[src/rtl/com_bus_arbiter.sv]
// com_bus_arbiter: round-robin owner arbiter for the shared coherence bus.
// Define ARB_TIMEOUT_EN to add a tenure limit with a sticky Timeout_err.
module com_bus_arbiter #(
   parameter int NUM_PROC   = 4,
   parameter int ID_W       = 2,
   parameter int MAX_TENURE = 64
) (
   input  logic                clk,
   input  logic                rst_n,
   input  logic [NUM_PROC-1:0] Com_Bus_Req_proc,
   output logic [NUM_PROC-1:0] Com_Bus_Gnt_proc,
   output logic [ID_W-1:0]     Gnt_id,
   output logic                Bus_busy,
   output logic                Timeout_err
);

   typedef enum logic [1:0] {IDLE, GRANT, TURN} state_t;

   state_t              state, state_d;
   logic [ID_W-1:0]     last_owner, last_d;
   logic [ID_W-1:0]     id_d, winner, sel;
   logic [NUM_PROC-1:0] gnt_d, eligible, own_bit;
   logic                busy_d, found, owner_req, expire;
   int                  idx;

   if (MAX_TENURE < 1 || ID_W != $clog2(NUM_PROC)) begin : g_bad_cfg
      $error("com_bus_arbiter: inconsistent parameters");
   end

   assign owner_req = Com_Bus_Req_proc[Gnt_id];
   assign own_bit   = NUM_PROC'(1) << Gnt_id;

`ifdef ARB_TIMEOUT_EN
   localparam int CNT_W = $clog2(MAX_TENURE + 1);

   logic [CNT_W-1:0]    tenure;
   logic [NUM_PROC-1:0] mask;
   logic                err;

   assign expire = (state == GRANT) && owner_req &&
                   (tenure == CNT_W'(MAX_TENURE - 1));
   assign eligible    = Com_Bus_Req_proc & ~mask;
   assign Timeout_err = err;

   // A timed-out owner stays masked until it drops its request once.
   always_ff @(posedge clk or negedge rst_n) begin
      if (!rst_n) begin
         tenure <= '0;
         mask   <= '0;
         err    <= 1'b0;
      end else begin
         tenure <= (state == GRANT) ? tenure + 1'b1 : '0;
         mask   <= (mask & Com_Bus_Req_proc) | (expire ? own_bit : '0);
         if (expire) err <= 1'b1;
      end
   end
`else
   assign expire      = 1'b0;
   assign eligible    = Com_Bus_Req_proc;
   assign Timeout_err = 1'b0;
`endif

   // Scan upward from the slot after the last owner, with wrap.
   always_comb begin
      winner = last_owner;
      found  = 1'b0;
      idx    = 0;
      sel    = '0;
      for (int k = 1; k <= NUM_PROC; k++) begin
         idx = (int'(last_owner) + k) % NUM_PROC;
         sel = ID_W'(idx);
         if (!found && eligible[sel]) begin
            found  = 1'b1;
            winner = sel;
         end
      end
   end

   always_comb begin
      state_d = state;
      unique case (state)
         IDLE, TURN: state_d = found ? GRANT : IDLE;
         GRANT:      if (!owner_req || expire) state_d = TURN;
         default:    state_d = IDLE;
      endcase
   end

   always_comb begin
      gnt_d  = '0;
      id_d   = Gnt_id;
      last_d = last_owner;
      busy_d = 1'b0;
      unique case (state_d)
         GRANT: begin
            busy_d = 1'b1;
            if (state != GRANT) id_d = winner;
            gnt_d[id_d] = 1'b1;
         end
         TURN: begin
            busy_d = 1'b1;
            last_d = Gnt_id;
         end
         default: ;
      endcase
   end

   always_ff @(posedge clk or negedge rst_n) begin
      if (!rst_n) begin
         state            <= IDLE;
         Com_Bus_Gnt_proc <= '0;
         Gnt_id           <= '0;
         Bus_busy         <= 1'b0;
         last_owner       <= ID_W'(NUM_PROC - 1);
      end else begin
         state            <= state_d;
         Com_Bus_Gnt_proc <= gnt_d;
         Gnt_id           <= id_d;
         Bus_busy         <= busy_d;
         last_owner       <= last_d;
      end
   end

endmodule

[config.mk]
export PLATFORM = sky130hd
export DESIGN_NAME = com_bus_arbiter
export DESIGN_NICKNAME = d
export VERILOG_FILES = /design/src/rtl/com_bus_arbiter.sv
export SDC_FILE = /design/constraint.sdc
export NUM_CORES = 1
export LEC_CHECK = 0
export BUFFER_PORTS_ARGS = -buffer_cell sky130_fd_sc_hd__buf_2
export CAP_MARGIN = 0
export CORE_AREA = 2 2 39 41
export CTS_BUF_LIST = sky130_fd_sc_hd__clkbuf_2
export DETAILED_ROUTE_END_ITERATION = 10
export DIE_AREA = 0 0 41 43
export PLACE_DENSITY = 0.79
export SLEW_MARGIN = 20
export SYNTH_ARGS = -nofsm -noshare
export SYNTH_HDL_FRONTEND = slang
export SYNTH_SLANG_ARGS = --single-unit
[constraint.sdc]
create_clock -name clk -period 4.9 [get_ports clk]
set_input_delay 0.49 -clock clk [delete_from_list [all_inputs] [get_ports clk]]
set_output_delay 0.49 -clock clk [all_outputs]
set_load 0.03 [all_outputs]
==> results of run 1 <==
==> power by group through the flow <==
stage               registers, mW  logic [mW]  clock network [mW]
finish                      0.175       0.279              0.0541
global route                0.183       0.307              0.0594
CTS                         0.175       0.281              0.0571
detailed placement          0.177       0.281                   0
floorplan                   0.219       0.172                   0
global placement            0.175       0.272                   0
==> routing by layer <==
| layer | GRT usage [%] | wire length (um) | vias to the layer above |
|---|---|---|---|
| met5 | 0 | 0 | - |
| met1 | 20.4 | 512 | 218 |
| li1 | - | - | 231 |
| met2 | 22.8 | 534 | 10 |
| met4 | 12.0 | 42 | 0 |
| met3 | 4.71 | 57 | 4 |
==> worst reg2reg max path, delay by kind of cell, from the launching register on <==
kind,cells,cell delay (ns)
simple gates,2,0.33
flops,1,0.47
fa+ha+maj,1,0.28
mux,1,0.61
compound gates,2,0.33
buf+inv,1,0.07
==> area by class of cell <==
cell class                      instances  area [um2]  area share [%]
Sequential cell                        11         278            38.1
Inverter                                4        15.0            2.06
Timing Repair Buffer                   12        60.1            8.23
Clock inverter                          1        5.00           0.686
Clock buffer                            3        15.0            2.06
Multi-Input combinational cell         38         337            46.1
Tap cell                               16        20.0            2.74
==> final timing paths <==
| path | from | to |
|---|---|---|
| worst min-delay path | rst_n | Com_Bus_Gnt_proc[1] |
| min in group clk | Gnt_id[0] | Gnt_id[0] |
| max in group asynchronous | rst_n | last_owner[0] |
| worst min register to register | Gnt_id[0] | Gnt_id[0] |
| worst max-delay path | Gnt_id[1] | Com_Bus_Gnt_proc[3] |
| worst max register to register | Gnt_id[1] | Com_Bus_Gnt_proc[3] |
==> through the flow <==
| step | hold WS [ns] | util, % | worst slack [ns] |
|---|---|---|---|
| floorplan | 0.194 | - | 2.69 |
| global placement | 0.365 | 51.3 | 2.67 |
| detailed placement | 0.371 | 51.3 | 2.63 |
| CTS | 0.0377 | 52.7 | 2.69 |
| global route | 0.0508 | 52.7 | 2.58 |
| finish | 0.0432 | 52.7 | 2.70 |
==> cell families after synthesis <==
logic type               count (synthesis)
multiplexers                             4
flip-flops                              11
buffers and inverters                    5
AO/OA/AOI/OAI                           13
AND/OR/NAND/NOR                         17
other                                    1
adder cells (fa/ha/maj)                  3
==> placed cells by master, fill, tap and decap left out, types with 3 or more instances in the layout <==
cell and instances:
mux2_2 3, nand2_1 4, dfrtp_1 9, clkbuf_2 3, inv_1 4, buf_2 12
ha_1 3
==> sequential cells by signal (all words and copies together) (netlist names) <==
register,count
Com_Bus_Gnt_proc,4
Gnt_id,2
last_owner,2
Bus_busy,1
state,2
==> Yosys cell counts (2+ instances only) <==
cell type | number | area share [%]
a41o_1 | 2 | 3.1
dfrtp_1 | 9 | 35
dfstp_2 | 2 | 8.3
ha_1 | 3 | 5.9
inv_1 | 4 | 2.4
mux2_2 | 3 | 5.3
nand2_1 | 4 | 2.4
nand2b_1 | 2 | 2.0
nor2_1 | 2 | 1.2
o21a_2 | 2 | 2.8
==> results.cfg, run 1 <==
[floorplan]
initial_utilization_pct = 46.0
row_count = 14
core_area_um2 = 1380
die_area_um2 = 1760
fp.dieH_um = 43
die_w_um = 41
pin_count = 14

[logic_synthesis]
syn_nets = 63
syn_inst = 54
synth_area_um2 = 637
ys.warnings.count = 0
synth-simple-area-share_pct = 18.1
synth_fa_ha_area_share_pct = 5.89
synthArstFlopShare_pct = 100
avgSynthCellArea_um2 = 11.8
synthXorXnorAreaFrac_pct = 0
ys_seq_area_share_pct = 43.6
synth_edf_count = 0
synth-seq-cells = 11
ys_types = 31
synth-main-ff-cell = dfrtp_1
synth_compound_area_share_pct = 18.9
synth_top_family_by_area = compound AO/OA/AOI/OAI gates
synthMuxAreaShare_pct = 9.43

[pwr]
pwr-share-seq_pct = 34.4
power_frac_comb_pct = 55.0
power_mw = 0.508
ir_drop_mv = 0.343
p_int_mw = 0.273
switchingPower_mw = 0.234
clkPwrFrac_pct = 10.6
sw_frac_of_total_pct = 46.2
leakage_nw = 0.372
powerDensity_nw_per_um2 = 696

[clock_tree]
clkSinkCount = 11
numCtsBuffers = 3
clk_pin_slew_ns = 0.13
cts_root_buf = clkbuf_2
hold_buffers = 0
clkLatencyLatePin_ns = 0.28
ctsResizeCount = 0
tritoncts = done
cts_buffer_depth = 2
htreeDepth = 1
post-cts-setup-buffer-count = 0

[timing]
max_freq_ghz = 0.454
hold_violations = 0
skew_ns = 0.00769
slew_violations = 0
min_period_over_period_pct = 45.0
rsz0062_at_grt = false
min_period_ns = 2.20
finalSetupTns_ns = 0
setup_violations = 0

[global_routing]
grt_pass1_vias = 431
grt_pass1_wl_mm = 1.88
grt_max_degree = 12
overflow = 0
antenna_found_initial = 0
grt_util_all_layers_pct = 16.4

[critical_path]
end_kind = flop
crit_buf_inv = 1
critical_path_arrival_ns = 2.38
cpMaxStageDelayCell = mux4_1
start_kind = flop
worstPathRequired_ns = 5.08
worstPathCellList = mux4_1 -> nand2_1 -> o21a_2 -> inv_1 -> ha_1 -> and4_2 -> a41o_1
cp.depth = 7
slowest_delay_ns = 0.61
crit_family = multiplexers
crit_fanout = 8
crit_type = flop to flop
reg2regPathDepth = 7
r2r_setup_slack_ns = 2.70

[routing]
totalWireLength_mm = 1.15
drc_errors = 0
wire_per_inst_um = 13.5
vias_per_cell = 5.45
ant_nets = 0
vias = 463
drt-initial-drc-count = 8
first_pass_iters = 2

[placement]
port_buffers = 12
routabilityCongestion = 0.769
place_area_um2 = 709
hpwlAfterDp_um = 864
dp.cells = 81

[layout]
diodes = 0
drive_above_1_share_pct = 46.4
nFillCells = 137
final_cells = 85
postLayoutCellArea_um2 = 729
synthToLayoutAreaGrowth_pct = 14.5
fin_nets = 79

[outcome]
outcome = complete, no violations

[hold_path]
hold_class = primary input to asynchronous set/reset pin

[run]
maxCapViolations = 0
Note: power is estimated with default switching activity, not from simulation.
==> run 2: changes to the inputs <==
clock period = 2.1 ns   (was 4.9 ns; I/O delays follow)
==> results.cfg, run 2 (same netlist as run 1, synthesis figures left out) <==
[placement]
hpwlAfterDp_um = 919
dp.cells = 84
routabilityCongestion = 0.811
port_buffers = 12

[layout]
largest_reg_flops = 4
diodes = 0
final_common_cell = buf_2
synthToLayoutAreaGrowth_pct = 19.3
final_cells = 89
drive_above_1_share_pct = 50.7
largest-register = Com_Bus_Gnt_proc
fin_nets = 83
mostFrequentLayoutCells = buf_2, dfrtp_1, nand2_1, inv_1

[timing]
min_period_over_period_pct = 92.3
skew_ns = 0.000832
setup_violations = 0
rsz0062_at_grt = false
finalSetupTns_ns = 0
hold_violations = 0
min_period_ns = 1.94
slew_violations = 0
max_freq_ghz = 0.516

[global_routing]
grt_pass1_vias = 499
grt_max_degree = 12
overflow = 0
antenna_found_initial = 0
grt_util_all_layers_pct = 17.5
grt_pass1_wl_mm = 2.05

[critical_path]
critical_path_arrival_ns = 2.10
end_kind = flop
cpMaxStageDelayCell = mux4_2
crit_buf_inv = 1
start_kind = flop
worstPathRequired_ns = 2.27
crit_fanout = 4
crit_family = multiplexers
crit_type = flop to flop
slowest_delay_ns = 0.51
worstPathCellList = mux4_2 -> nand2_1 -> o21a_2 -> inv_1 -> ha_1 -> and4_2 -> a41o_1

[routing]
vias_per_cell = 5.44
totalWireLength_mm = 1.15
drc_errors = 0
vias = 484
ant_nets = 0
wire_per_inst_um = 13.0
first_pass_iters = 3
drt-initial-drc-count = 9

[outcome]
outcome = complete, no violations

[floorplan]
initial_utilization_pct = 46.0
row_count = 14
die_area_um2 = 1760
fp.dieH_um = 43
core_area_um2 = 1380
pin_count = 14
die_w_um = 41

[run]
maxCapViolations = 0

[pwr]
power_mw = 1.24
powerDensity_nw_per_um2 = 1630
leakage_nw = 0.386
ir_drop_mv = 0.876

[hold_path]
hold_class = primary input to asynchronous set/reset pin

[clock_tree]
clkLatencyLatePin_ns = 0.26
tritoncts = done
cts_root_buf = clkbuf_2
post-cts-setup-buffer-count = 0
clk_pin_slew_ns = 0.12
cts_buffer_depth = 2
clkSinkCount = 11
numCtsBuffers = 3
htreeDepth = 1
run 2: changes by cell type in the layout (fill, tap and decap cells not counted), sizes merged:
cell and change:
buf +3, dlygate4sd3 +1
run 2: timing repair:
action / in CTS / in global routing
resized for setup: 0 / 1
hold buffers: 1 / 0
endpoints found under the setup margin: 0 / 1
endpoints found under the hold margin: 9 / 0
run 2: final timing paths:
kind                                      from                   to  slack (ns)  cells after the start
max                                  Gnt_id[1]  Com_Bus_Gnt_proc[3]        0.16                      7
min                                      rst_n  Com_Bus_Gnt_proc[1]        0.33                      2
max reg2reg                          Gnt_id[1]  Com_Bus_Gnt_proc[3]        0.16                      7
min reg2reg                           state[0]             state[0]        0.63                      2
max in group asynchronous                rst_n        last_owner[0]        1.51                      2
min in group clk           Com_Bus_Req_proc[2]  Com_Bus_Gnt_proc[0]        0.45                      4
run 2: cell type report:
type / count / area (um2)
fillers: 126 / 624
clock inverters: 1 / 5.00
multi-input cells: 38 / 333
repair buffers: 16 / 92.6
clock buffers: 3 / 15.0
inverters: 4 / 15.0
well taps: 16 / 20.0
flip-flops and latches: 11 / 279
run 2: report_power, final:
group | internal [mW] | switching [mW]
sequential | 0.325 | 0.0632
combinational | 0.316 | 0.415
clock | 0.0431 | 0.0773
run 2: per-layer routing:
metal	global-route usage (%)	vias up	routed length (um)
met4	6.00	0	11
met1	21.1	232	512
met5	0	-	0
li1	-	237	-
met3	6.28	2	52
met2	27.5	13	578
run 2: stage by stage:
step	instance area, um2	hold slack, ns	setup WS [ns]	util, %
after floorplan	638	-0.0856	0.00292	-
after global placement	733	0.0829	0.149	53.0
after detailed placement	733	0.0911	0.114	53.0
after CTS	763	0.311	0.0875	55.2
after global routing	759	0.334	0.0788	54.9
final	759	0.326	0.162	54.9
==> run 3: changes to the inputs <==
clock period = 1.9 ns   (was 2.1 ns; I/O delays follow)
==> results.cfg, run 3 (same netlist as run 1, synthesis figures left out) <==
[outcome]
outcome = complete, no violations

[clock_tree]
cts_buffer_depth = 2
cts_root_buf = clkbuf_2
clk_pin_slew_ns = 0.10
htreeDepth = 1
numCtsBuffers = 3
clkLatencyLatePin_ns = 0.26
tritoncts = done
clkSinkCount = 11

[placement]
place_area_um2 = 744
routabilityCongestion = 0.853
dp_slack_ns = 0.0432
hpwlAfterDp_um = 928
port_buffers = 12

[routing]
routed-wl-met3_um = 85
drt-met1-wl_um = 484
vias = 512
wire_per_inst_um = 13.3
topRoutingLayerUsed = met4
totalWireLength_mm = 1.23
wl_met2_um = 638
first_pass_iters = 4
drc_errors = 0
vias_per_cell = 5.57
drt-initial-drc-count = 4
ant_nets = 0

[pwr]
leakage_nw = 0.407
powerDensity_nw_per_um2 = 1890
sw_frac_of_total_pct = 43.6
pwr-share-seq_pct = 27.9
power_frac_comb_pct = 63.7
clkPwrFrac_pct = 8.4
switchingPower_mw = 0.673
ir_drop_mv = 1.11
p_int_mw = 0.870

[layout]
postLayoutCellArea_um2 = 817
largest-register = Com_Bus_Gnt_proc
fin_nets = 86
final_util_pct = 59.0
synthToLayoutAreaGrowth_pct = 28.3
drive_above_1_share_pct = 57.9
nFillCells = 119
diodes = 0
largest_reg_flops = 4
mostFrequentLayoutCells = buf_2, dfrtp_1, buf_4
final_common_cell = buf_2

[floorplan]
row_count = 14
core_area_um2 = 1380
pin_count = 14
die_w_um = 41
initial_utilization_pct = 46.0
die_area_um2 = 1760
fp.dieH_um = 43

[critical_path]
worstPathCellList = mux4_2 -> nand2_1 -> o21a_2 -> inv_4 -> ha_4 -> and4b_2 -> a41o_1
end_kind = flop
crit_fanout = 5
cpMaxStageDelayCell = mux4_2
start_kind = flop
critical_path_arrival_ns = 2.02
crit_type = flop to flop
slowest_delay_ns = 0.52
worstPathRequired_ns = 2.06

[timing]
rsz0062_at_grt = true
min_period_over_period_pct = 98.2
slew_violations = 0
min_period_ns = 1.87
worst_hold_slack_ns = 0.311
setup_violations = 0
max_freq_ghz = 0.536
layout_setup_ws_ns = 0.0338
finalSetupTns_ns = 0
skew_ns = 0.00315
hold_violations = 0

[global_routing]
antenna_found_initial = 0
grt_max_degree = 12
grt_pass1_wl_mm = 2.12
grt_util_all_layers_pct = 18.6
overflow = 0
grt_pass1_vias = 489

[run]
maxCapViolations = 0

[hold_path]
hold_class = primary input to asynchronous set/reset pin
run 3: power by group through the flow:
stage | Combinational, mW | Clock, mW | Sequential, mW
2_1_floorplan | 0.510 | 0 | 0.570
3_3_place_gp | 0.849 | 0 | 0.432
3_5_place_dp | 0.863 | 0 | 0.435
4_1_cts | 0.866 | 0.137 | 0.430
5_1_grt | 1.07 | 0.149 | 0.447
6_report | 0.983 | 0.130 | 0.431
run 3: timing repair:
| item | in CTS | in global routing |
|---|---|---|
| hold buffers | 1 | 0 |
| setup buffers | 0 | 4 |
| resized for setup | 0 | 2 |
| hold endpoints to repair | 9 | 0 |
| setup endpoints to repair | 0 | 3 |
run 3: final cells by class:
class	instances	area, um2	share of cell area [%]
Timing Repair Buffer	19	115	14.1
Tap cell	16	20.0	2.45
Clock buffer	4	20.0	2.45
Sequential cell	11	279	34.2
Inverter	4	17.5	2.14
Multi-Input combinational cell	38	365	44.7
run 3: per-layer routing:
layer,vias to the layer above,track usage [%]
met5,-,0
met4,0,10.0
met3,5,10.5
met2,14,26.9
met1,251,20.7
li1,242,-
run 3: worst max-delay path, delay by kind of cell (launching register included):
kind | cells | cell delay (ns)
compound gates | 2 | 0.36
fa+ha+maj | 1 | 0.17
buf+inv | 1 | 0.06
flops | 1 | 0.38
mux | 1 | 0.52
simple gates | 2 | 0.28
run 3: worst paths after layout:
check | slack, ns | to | depth (start not counted) | from
worst max-delay path | 0.03 | Com_Bus_Gnt_proc[2] | 7 | Gnt_id[1]
worst min-delay path | 0.31 | Com_Bus_Gnt_proc[0] | 2 | rst_n
worst max register to register | 0.03 | Com_Bus_Gnt_proc[2] | 7 | Gnt_id[1]
worst min register to register | 0.66 | last_owner[0] | 1 | last_owner[0]
max in group asynchronous | 1.32 | last_owner[0] | 2 | rst_n
min in group clk | 0.44 | Com_Bus_Gnt_proc[0] | 4 | Com_Bus_Req_proc[2]
run 3: stage by stage:
step                      instances  total power [mW]
after floorplan                  54              1.08
after global placement           83              1.28
after detailed placement         83              1.30
after CTS                        88              1.43
after global routing             92              1.67
final                            92              1.54
